$ cat config.mk
export PLATFORM = sky130hd
export DESIGN_NAME = uart_word_arbiter_flat
export DESIGN_NICKNAME = d
export VERILOG_FILES = /design/src/rtl/uart_word_arbiter_if.sv /design/src/rtl/uart_word_arbiter.sv /design/src/flat_wrapper.sv
export SDC_FILE = /design/constraint.sdc
export NUM_CORES = 1
export LEC_CHECK = 0
export ABC_AREA = 1
export ABC_CLOCK_PERIOD_IN_PS = 2100
export BUFFER_PORTS_ARGS = -buffer_cell sky130_fd_sc_hd__buf_2
export CAP_MARGIN = 20
export CELL_PAD_IN_SITES_DETAIL_PLACEMENT = 0
export CELL_PAD_IN_SITES_GLOBAL_PLACEMENT = 1
export CORE_ASPECT_RATIO = 1.75
export CORE_UTILIZATION = 31
export CTS_CLUSTER_DIAMETER = 60
export DETAILED_ROUTE_END_ITERATION = 12
export PLACE_DENSITY_LB_ADDON = 0.1
export SYNTH_ARGS = -nofsm -noshare
export SYNTH_HDL_FRONTEND = slang
export SYNTH_SLANG_ARGS = --single-unit
$ cat constraint.sdc
create_clock -name clk -period 2.1 [get_ports clk]
set_clock_uncertainty 0.2 [all_clocks]
set_input_delay 0.21 -clock clk [delete_from_list [all_inputs] [get_ports clk]]
set_output_delay 0.21 -clock clk [all_outputs]
set_load 0.02 [all_outputs]
$ cat src/rtl/uart_word_arbiter_if.sv
// Requester and UART-side signals of uart_word_arbiter, bundled so the
// arbiter, the chaotic-map generators and the uart_core hookup share one view.
//
// Handshake semantics:
//   requester k: req[k] is a valid flag. req[k] and req_data[32k+31:32k] stay
//   stable until ack[k] pulses for one cycle. The ack pulse is the only
//   acceptance event. Dropping req before the word is latched withdraws it.
//   uart_core: uart_soc is a level that is held high with uart_databus stable
//   until uart_eoc is seen high. uart_eoc must fall again before the next word
//   is started.
interface uart_word_arbiter_if #(
   parameter int N = 4
);
   logic [N-1:0]    req;
   logic [N*32-1:0] req_data;
   logic [N-1:0]    ack;
   logic            uart_soc;
   logic [31:0]     uart_databus;
   logic            uart_eoc;

   // Arbiter side.
   modport master (
      input  req, req_data, uart_eoc,
      output ack, uart_soc, uart_databus
   );

   // Requester/UART side.
   modport slave (
      output req, req_data, uart_eoc,
      input  ack, uart_soc, uart_databus
   );
endinterface

$ cat src/rtl/uart_word_arbiter.sv
// Round-robin sharing of one 32-bit word UART transmitter between N sample
// generators. The arbiter grants one request, drives the soc/eoc handshake and
// acks the requester when its word is done. It can stop after MAX_WORDS words.
// It abandons a word whose eoc never arrives and then flags timeout_err.
module uart_word_arbiter #(
   parameter int N           = 4,
   parameter int MAX_WORDS   = 100,
   parameter int TIMEOUT_CYC = 2000000
) (
   input  logic                   clk,
   input  logic                   reset,
   uart_word_arbiter_if.master    bus,
   input  logic                   enable,
   input  logic                   clear_done,
   output logic [$clog2(N)-1:0]   grant_idx,
   output logic                   busy,
   output logic                   done,
   output logic                   timeout_err,
   output logic [15:0]            word_count,
   output logic [2:0]             state_dbg
);
   localparam int IW = $clog2(N);
   localparam int TW = $clog2(TIMEOUT_CYC) + 1;

   typedef enum logic [2:0] {
      IDLE     = 3'd0,
      SEND     = 3'd1,
      WAIT_EOC = 3'd2,
      GAP      = 3'd3,
      DONE     = 3'd4
   } state_t;

   state_t        state;
   logic [IW-1:0] rr_ptr;
   logic [TW-1:0] tmo_cnt;

   logic [IW-1:0] sel_idx;
   logic          sel_found;
   logic [31:0]   sel_data;
   logic [IW:0]   cand;
   logic [IW-1:0] next_ptr;

   assign state_dbg = state;

   // Pick the first asserted request at or above rr_ptr, wrapping at N.
   always_comb begin
      sel_idx   = '0;
      sel_found = 1'b0;
      cand      = '0;
      for (int i = 0; i < N; i++) begin
         cand = {1'b0, rr_ptr} + (IW+1)'(i);
         if (cand >= (IW+1)'(N)) cand = cand - (IW+1)'(N);
         if (!sel_found && bus.req[cand[IW-1:0]]) begin
            sel_found = 1'b1;
            sel_idx   = cand[IW-1:0];
         end
      end
      sel_data = bus.req_data[32*sel_idx +: 32];
   end

   // The pointer moves past the granted index whether the word completed or timed out.
   always_comb begin
      next_ptr = (grant_idx == IW'(N-1)) ? '0 : grant_idx + 1'b1;
   end

   // Arbitration FSM. All outputs are registered here.
   always_ff @(posedge clk) begin
      if (reset) begin
         state            <= IDLE;
         rr_ptr           <= '0;
         tmo_cnt          <= '0;
         grant_idx        <= '0;
         bus.ack          <= '0;
         bus.uart_soc     <= 1'b0;
         bus.uart_databus <= '0;
         busy             <= 1'b0;
         done             <= 1'b0;
         timeout_err      <= 1'b0;
         word_count       <= '0;
      end else begin
         bus.ack <= '0;
         case (state)
            IDLE: begin
               if (enable && sel_found) begin
                  grant_idx        <= sel_idx;
                  bus.uart_databus <= sel_data;
                  busy             <= 1'b1;
                  state            <= SEND;
               end
            end
            SEND: begin
               bus.uart_soc <= 1'b1;
               tmo_cnt      <= '0;
               state        <= WAIT_EOC;
            end
            WAIT_EOC: begin
               if (bus.uart_eoc) begin
                  bus.uart_soc       <= 1'b0;
                  bus.ack[grant_idx] <= 1'b1;
                  if (word_count != 16'hFFFF) word_count <= word_count + 16'd1;
                  rr_ptr             <= next_ptr;
                  state              <= GAP;
               end else if (tmo_cnt == TW'(TIMEOUT_CYC - 1)) begin
                  bus.uart_soc <= 1'b0;
                  timeout_err  <= 1'b1;
                  rr_ptr       <= next_ptr;
                  state        <= GAP;
               end else begin
                  tmo_cnt <= tmo_cnt + 1'b1;
               end
            end
            GAP: begin
               // A stale eoc from the previous word must clear before a new grant.
               if (!bus.uart_eoc) begin
                  busy <= 1'b0;
                  if (MAX_WORDS != 0 && word_count == 16'(MAX_WORDS)) begin
                     done  <= 1'b1;
                     state <= DONE;
                  end else begin
                     state <= IDLE;
                  end
               end
            end
            DONE: begin
               if (clear_done) begin
                  done  <= 1'b0;
                  state <= IDLE;
               end
            end
            default: state <= IDLE;
         endcase
         if (clear_done) begin
            word_count  <= '0;
            timeout_err <= 1'b0;
         end
      end
   end
endmodule
$ cat src/flat_wrapper.sv
// flat-port wrapper written by rule: the top's interface ports become plain ports
module uart_word_arbiter_flat 
#(
   parameter int N           = 4,
   parameter int MAX_WORDS   = 100,
   parameter int TIMEOUT_CYC = 2000000
)
  (clk, reset, enable, clear_done, grant_idx, busy, done, timeout_err, word_count, state_dbg, bus_req, bus_req_data, bus_uart_eoc, bus_ack, bus_uart_soc, bus_uart_databus);
  uart_word_arbiter_if #(.N(N)) bus_i ();
  input  logic clk;
  input  logic reset;
  input  logic enable;
  input  logic clear_done;
  output logic [$clog2(N)-1:0] grant_idx;
  output logic busy;
  output logic done;
  output logic timeout_err;
  output logic [15:0] word_count;
  output logic [2:0] state_dbg;
  input wire logic [$bits(bus_i.req)-1:0] bus_req;
  input wire logic [$bits(bus_i.req_data)-1:0] bus_req_data;
  input wire logic [$bits(bus_i.uart_eoc)-1:0] bus_uart_eoc;
  output wire logic [$bits(bus_i.ack)-1:0] bus_ack;
  output wire logic [$bits(bus_i.uart_soc)-1:0] bus_uart_soc;
  output wire logic [$bits(bus_i.uart_databus)-1:0] bus_uart_databus;
  assign bus_i.req = bus_req;
  assign bus_i.req_data = bus_req_data;
  assign bus_i.uart_eoc = bus_uart_eoc;
  assign bus_ack = bus_i.ack;
  assign bus_uart_soc = bus_i.uart_soc;
  assign bus_uart_databus = bus_i.uart_databus;
  uart_word_arbiter #(.N(N), .MAX_WORDS(MAX_WORDS), .TIMEOUT_CYC(TIMEOUT_CYC)) u_core (.clk(clk), .reset(reset), .bus(bus_i), .enable(enable), .clear_done(clear_done), .grant_idx(grant_idx), .busy(busy), .done(done), .timeout_err(timeout_err), .word_count(word_count), .state_dbg(state_dbg));
endmodule
After elaboration in Yosys (flattened, before gate mapping)
Cells that the tools add are included.
- output and inout bits: 61
- input bits: 137
- bits in registers: 85
- word-level logic and storage cells: 118
- add/subtract/negate cells: 10
- $lt $le $gt $ge: 10
- shifts and indexed selects: 1
- bitwise gates (word level): 2
- multiplexer cells: 45
- reductions and logical operators: 24
- equality and inequality tests: 15
- operators by type and width (kind ; count):
    variable part select 128 x 8 -> 32 bit ; 1
    2-to-1 mux 22 bit ; 2
    one-hot mux 22 bit (2 select lines) ; 1
    adder 22 x 1 -> 22 bit, second input constant ; 1
    == test 22 x 21 -> 1 bit, second input constant ; 1
    2-to-1 mux 2 bit ; 11
    2-to-1 mux 3 bit ; 6
    adder 16 x 1 -> 16 bit, second input constant ; 1
    == test 16 x 7 -> 1 bit, second input constant ; 1
    2-to-1 mux 1 bit ; 16
    != test 16 bit, second input constant ; 1
    less-than comparator 2 x 3 -> 1 bit, second input constant ; 5
    one-hot mux 3 bit (5 select lines) ; 1
    AND reduction 3 bit ; 4
    greater-or-equal comparator 3 bit, second input constant ; 3
    binary-select mux 1 bit (select 2 bit) ; 4
    != test 2 bit, second input constant ; 4
    AND reduction 4 bit ; 2
    nonzero test 2 bit ; 4
    subtractor 2 x 1 -> 2 bit, second input constant ; 4
    adder 2 x 2 -> 3 bit, second input constant ; 2
    == test 3 x 2 -> 1 bit, second input constant ; 2
    one-hot mux 1 bit (2 select lines) ; 3
    AND reduction 2 bit ; 3
    other kinds (16) ; 24

Longest topological paths before layout
- word-level depth: 17
- depth in mapped cells: 16
- depth with buffers taken out: 15

Worst setup path before layout
OpenSTA, ideal clock, no wires.
- kind: reg-to-reg
- start: register u_core.word_count[1]
- end: register u_core.word_count[11]
- stages on the path, launching flop included: 14
- path buffers: 0
- arrival: 1.839 ns
- clock period less this slack: 2.109 ns
- slack: -0.009 ns
- cell sequence: dfxtp_1 -> ha_1 -> nand2_1 -> inv_1 -> nand2_1 -> nor2_1 -> nand3_1 -> nand2_1 -> clkinv_1 -> nand3b_1 -> nor2_1 -> nand2_1 -> o21ai_0 -> a21oi_1
- longest elaborated chain between the ends: 2
- RTL lines (element ; RTL line ; RTL):
    start, declared ; uart_word_arbiter.sv:19 ; output logic [15:0] word_count,
    start signal, assigned ; uart_word_arbiter.sv:100 ; if (word_count != 16'hFFFF) word_count <= word_count + 16'd1;
    parallel branches: the longest is 2 deep, another holds adder 16 x 1 -> 16 bit ; n/a ;
Several ways; the timed one is not identified.
A chain may end at the register's enable or synchronous reset.

Worst setup path after layout
- start: register u_core.rr_ptr[0]
- end: register u_core.bus.uart_databus[24]
- longest elaborated chain between the ends: 16
- RTL lines (element ; RTL line ; RTL):
    start, declared ; uart_word_arbiter.sv:34 ; logic [IW-1:0] rr_ptr;
    start signal, assigned ; uart_word_arbiter.sv:101 ; rr_ptr <= next_ptr;
    start signal, assigned ; uart_word_arbiter.sv:106 ; rr_ptr <= next_ptr;
    parallel branches: the longest is 16 deep, another holds adder 2 x 1 -> 3 bit ; n/a ;
    end signal, assigned ; uart_word_arbiter.sv:86 ; bus.uart_databus <= sel_data;
    end, declared ; uart_word_arbiter_if.sv:24 ; output ack, uart_soc, uart_databus
Several ways; the timed one is not identified. The select of a mux whose other input is x is not followed.

==> flow_results.xml <==
<?xml version="1.0" encoding="UTF-8"?>
<metrics>
  <group name="global_routing">
    <metric name="overflow" unit="">0</metric>
    <metric name="grt_pass1_wl" unit="um">32000</metric>
    <metric name="global_router_s_overall_resource_usage" unit="">0.210</metric>
    <metric name="grt_pass1_vias" unit="">6742</metric>
    <metric name="grt_start_max_net_pins" unit="">32</metric>
    <metric name="grt_antenna_before_repair" unit="">0</metric>
  </group>
  <group name="logic_synthesis">
    <metric name="postSynth.topFlopCell" unit="">sky130_fd_sc_hd__dfxtp_1</metric>
    <metric name="ys_async_sr_fraction" unit="">0</metric>
    <metric name="number_of_synthesized_register_bits" unit="">85</metric>
    <metric name="syn-mean-instance-area" unit="um2">5.99</metric>
    <metric name="synth_area_leaders" unit="">sky130_fd_sc_hd__dfxtp_1 30%, sky130_fd_sc_hd__nand2_1 17%, sky130_fd_sc_hd__inv_1 10%, sky130_fd_sc_hd__nand3_1 7.7%, sky130_fd_sc_hd__nor2_1 7.5%</metric>
    <metric name="yosysTopAreaCellShare" unit="">0.295</metric>
    <metric name="syn_area" unit="um2">5760</metric>
    <metric name="synthesis.nets" unit="">1106</metric>
    <metric name="synth.largest_area_cell" unit="">sky130_fd_sc_hd__dfxtp_1</metric>
    <metric name="synth_warnings" unit="">0</metric>
    <metric name="synth_edf_count" unit="">0</metric>
    <metric name="synth_cell_types" unit="">31</metric>
    <metric name="syn-instance-count" unit="">962</metric>
    <metric name="register_area_share_after_synthesis" unit="">0.295</metric>
  </group>
  <group name="sta">
    <metric name="timing_worst_slew_pin_value" unit="ps">390</metric>
    <metric name="finalWorstPathRequiredPeriod" unit="ps">2170</metric>
    <metric name="slew_violations" unit="">0</metric>
    <metric name="finalCritPeriodShare" unit="">1.03</metric>
    <metric name="setup_repair_after_global_routing_missed_its_margin" unit="">yes</metric>
    <metric name="hold_viol" unit="">0</metric>
    <metric name="final-setup-viol-count" unit="">29</metric>
    <metric name="worst_slack" unit="ps">-65.4</metric>
    <metric name="timing.hold.ws" unit="ps">22.9</metric>
    <metric name="worst_slew_margin_rel" unit="">0.740</metric>
    <metric name="max_freq" unit="GHz">0.462</metric>
  </group>
  <group name="power_and_ir_drop">
    <metric name="pwr-share-clk" unit="">0.123</metric>
    <metric name="power.share.sequential" unit="">0.165</metric>
    <metric name="switchingPower" unit="mW">6.48</metric>
    <metric name="ir_worst_vdd" unit="V">0.000986</metric>
    <metric name="power.static_leakage" unit="nW">4.39</metric>
    <metric name="power_density" unit="nW/um2">1650</metric>
    <metric name="power_frac_comb" unit="">0.712</metric>
    <metric name="totalPowerFinal" unit="mW">14.0</metric>
    <metric name="sw_ratio" unit="">0.464</metric>
    <metric name="int_pwr" unit="mW">7.47</metric>
  </group>
  <group name="final_layout">
    <metric name="area_delta_synth_final" unit="%">47.2</metric>
    <metric name="post_route_cells_drive_above_1_share" unit="">0.317</metric>
    <metric name="stdcell_area" unit="um2">8480</metric>
    <metric name="layout.filler_cells" unit="">1977</metric>
    <metric name="layout_common_cells" unit="">237 x sky130_fd_sc_hd__nand2_1, 197 x sky130_fd_sc_hd__buf_2, 154 x sky130_fd_sc_hd__inv_1</metric>
    <metric name="register_area" unit="um2">1710</metric>
    <metric name="insertedDiodeCount" unit="">0</metric>
    <metric name="final_cells" unit="">1461</metric>
    <metric name="finalNetCount" unit="">1366</metric>
    <metric name="multiInputGateArea" unit="um2">3540</metric>
    <metric name="final_common_cell" unit="">sky130_fd_sc_hd__nand2_1</metric>
  </group>
  <group name="route">
    <metric name="routed_via_density" unit="">4.64</metric>
    <metric name="drt_iter0_markers" unit="">186</metric>
    <metric name="drt_pass1_iterations" unit="">4</metric>
    <metric name="vias" unit="">6772</metric>
    <metric name="routed_wl" unit="um">20600</metric>
    <metric name="wl_per_cell" unit="um">14.1</metric>
    <metric name="ant_nets" unit="">0</metric>
    <metric name="post-route-drc-count" unit="">0</metric>
  </group>
  <group name="placement">
    <metric name="globalplace.congestion" unit="">0.848</metric>
    <metric name="place.port_buffers" unit="">197</metric>
    <metric name="dpl.hpwl" unit="um">15000</metric>
    <metric name="postPlaceCellArea" unit="um2">7460</metric>
    <metric name="pre_cts_slack" unit="ps">-35.9</metric>
    <metric name="total_instance_count_after_detailed_placement" unit="">1420</metric>
  </group>
  <group name="worst_setup_path">
    <metric name="cp_cell_sequence" unit="">buf_6 &gt; nand2_4 &gt; nand2_4 &gt; nand2_2 &gt; nand2_2 &gt; nor2_4 &gt; nand3_4 &gt; nand2_4 &gt; nand2_8 &gt; buf_6 &gt; buf_12 &gt; nor2_2 &gt; nor2_1 &gt; nand2_1 &gt; nand3_2 &gt; nand2_1 &gt; inv_1</metric>
    <metric name="timing.critical_path.buf_inv" unit="">4</metric>
    <metric name="critical_path.max_stage_delay" unit="ps">380</metric>
    <metric name="cell_family_with_the_largest_share_of_critical_path_delay" unit="">simple AND/OR/NAND/NOR gates</metric>
    <metric name="biggest_fanout_along_the_worst_timing_path" unit="">7</metric>
    <metric name="worstReg2RegStart" unit="">u_core.rr_ptr[0]$_SDFFE_PP0P_</metric>
    <metric name="worst_r2r_path_depth" unit="">17</metric>
    <metric name="critical-path-top-cell-by-count" unit="">sky130_fd_sc_hd__nand2_4</metric>
    <metric name="worst_ep_arrival_time" unit="ps">2210</metric>
    <metric name="critical_path.startpoint_type" unit="">flip-flop</metric>
    <metric name="timing.setup.critical_path_class" unit="">flip-flop to flip-flop</metric>
    <metric name="worst_setup_path_end_kind" unit="">flip-flop</metric>
    <metric name="timing.critical_path.required" unit="ps">2140</metric>
    <metric name="cpMaxStageDelayCell" unit="">sky130_fd_sc_hd__dfxtp_4</metric>
    <metric name="r2r_end" unit="">u_core.bus.uart_databus[24]$_SDFFE_PP0P_</metric>
    <metric name="r2r_slack" unit="ps">-70</metric>
  </group>
  <group name="cts">
    <metric name="clock_sink_count" unit="">85</metric>
    <metric name="tritoncts" unit="">yes</metric>
    <metric name="clkSlewWorstSetupHoldPaths" unit="ps">70</metric>
    <metric name="tritoncts.num_buffers" unit="">9</metric>
    <metric name="buffer_depth_of_the_longest_clock_path" unit="">2</metric>
    <metric name="worst_skew_pair.late_latency" unit="ps">350</metric>
    <metric name="clock-root-buffer" unit="">sky130_fd_sc_hd__clkbuf_16</metric>
    <metric name="ctsHtreeMaxLevel" unit="">3</metric>
  </group>
  <group name="min_path">
    <metric name="min_delay_worst_endpoint" unit="">u_core.bus.uart_databus[12]$_SDFFE_PP0P_</metric>
    <metric name="hold_path.class" unit="">primary input to flip-flop</metric>
    <metric name="hold_path_startpoint" unit="">bus_req_data[76]</metric>
    <metric name="worstHoldPathCells" unit="">7</metric>
  </group>
  <group name="status">
    <metric name="failed_checks" unit="">negative setup slack</metric>
    <metric name="outcome" unit="">finished with violations</metric>
  </group>
  <group name="die">
    <metric name="die_y" unit="um">182</metric>
    <metric name="placementRows" unit="">65</metric>
    <metric name="io_pins" unit="">198</metric>
    <metric name="core-area" unit="um2">18100</metric>
    <metric name="fp.dieW" unit="um">105</metric>
    <metric name="die_area" unit="um2">19200</metric>
    <metric name="start_util" unit="">0.318</metric>
  </group>
  <group name="run">
    <metric name="max_cap_violations" unit="">0</metric>
  </group>
</metrics>
-- Yosys cell counts (7+ instances only) --
cell type / number
sky130_fd_sc_hd__nor3_1: 26
sky130_fd_sc_hd__dfxtp_1: 85
sky130_fd_sc_hd__o21ai_0: 22
sky130_fd_sc_hd__clkbuf_1: 11
sky130_fd_sc_hd__nand3b_1: 33
sky130_fd_sc_hd__ha_1: 7
sky130_fd_sc_hd__o21a_1: 31
sky130_fd_sc_hd__nand3_1: 89
sky130_fd_sc_hd__nand4_1: 18
sky130_fd_sc_hd__inv_1: 156
sky130_fd_sc_hd__nor2_1: 115
sky130_fd_sc_hd__buf_2: 21
sky130_fd_sc_hd__nand2_1: 259
sky130_fd_sc_hd__a21oi_1: 39
-- how the worst max path moves through the flow --
stage | startpoint | endpoint | slack [ps] | cells past startpoint
2_1_floorplan | u_core.tmo_cnt[0]$_SDFFE_PP0P_ | u_core.tmo_cnt[20]$_SDFFE_PP0P_ | 60 | 10
3_3_place_gp | u_core.tmo_cnt[0]$_SDFFE_PP0P_ | u_core.tmo_cnt[20]$_SDFFE_PP0P_ | -50 | 9
3_5_place_dp | u_core.rr_ptr[0]$_SDFFE_PP0P_ | u_core.bus.uart_databus[7]$_SDFFE_PP0P_ | -40 | 15
4_1_cts | u_core.rr_ptr[0]$_SDFFE_PP0P_ | u_core.bus.uart_databus[2]$_SDFFE_PP0P_ | -10 | 16
5_1_grt | u_core.rr_ptr[0]$_SDFFE_PP0P_ | u_core.bus.uart_databus[23]$_SDFFE_PP0P_ | -180 | 17
6_report | u_core.rr_ptr[0]$_SDFFE_PP0P_ | u_core.bus.uart_databus[24]$_SDFFE_PP0P_ | -70 | 17
-- per-layer routing --
| layer | part of all wire | vias up | GRT usage |
|---|---|---|---|
| met3 | 0.048 | 44 | 0.0446 |
| li1 | - | 3540 | - |
| met2 | 0.55 | 169 | 0.414 |
| met1 | 0.37 | 3019 | 0.207 |
| met5 | 0 | - | 0 |
| met4 | 0.032 | 0 | 0.0896 |
-- final cells by class --
type | count | area share
flip-flops and latches | 85 | 0.202
clock inverters | 4 | 0.00649
multi-input cells | 675 | 0.417
inverters | 162 | 0.0730
well taps | 234 | 0.0345
repair buffers | 289 | 0.237
clock buffers | 12 | 0.0302
-- state kept, by name, indices dropped and copies added (netlist names), 2 cells and up --
register                 cells
u_core.bus.ack               4
u_core.grant_idx             2
u_core.rr_ptr                2
u_core.tmo_cnt              22
u_core.state_dbg             3
u_core.bus.uart_databus     32
u_core.word_count           16
-- worst min-delay path, stage by stage --
cell and delay [ps]:
sky130_fd_sc_hd__buf_2 70, sky130_fd_sc_hd__inv_1 30, sky130_fd_sc_hd__nand2_1 50, sky130_fd_sc_hd__nand2_1 50
sky130_fd_sc_hd__nand3_1 50, sky130_fd_sc_hd__nand2_1 40, sky130_fd_sc_hd__inv_1 40
-- timing repair --
item,4_1_cts,5_1_grt
hold buffers,2,0
gates cloned,4,6
setup endpoints to repair,37,56
pin swaps,0,21
gates resized for setup,30,74
hold endpoints to repair,3,0
buffers inserted,12,3
-- logic make-up (layout without fill, tap and decap cells) --
logic type | Yosys count | in the layout | share of synthesized area
AND/OR/NAND/NOR | 557 | 558 | 0.427
buffers and inverters | 203 | 467 | 0.145
AO/OA/AOI/OAI | 102 | 102 | 0.106
flip-flops | 85 | 85 | 0.295
XOR/XNOR | 8 | 8 | 0.0122
adder cells (fa/ha/maj) | 7 | 7 | 0.0152
-- power by group through the flow --
stage / Clock (mW) / Sequential [mW] / Combinational (mW)
2_1_floorplan: 0 / 2.76 / 4.59
3_3_place_gp: 0 / 2.31 / 7.45
3_5_place_dp: 0 / 2.31 / 7.45
4_1_cts: 1.76 / 2.29 / 8.83
5_1_grt: 1.83 / 2.36 / 10.9
6_report: 1.71 / 2.30 / 9.94
-- per-stage QoR --
stage                      util  TNS (ps)
after floorplan               -         0
after global placement    0.411      -522
after detailed placement  0.411      -521
after CTS                 0.448     -15.2
after global routing      0.468     -4650
final                     0.468      -790
Note: power is estimated with default switching activity, not from simulation.
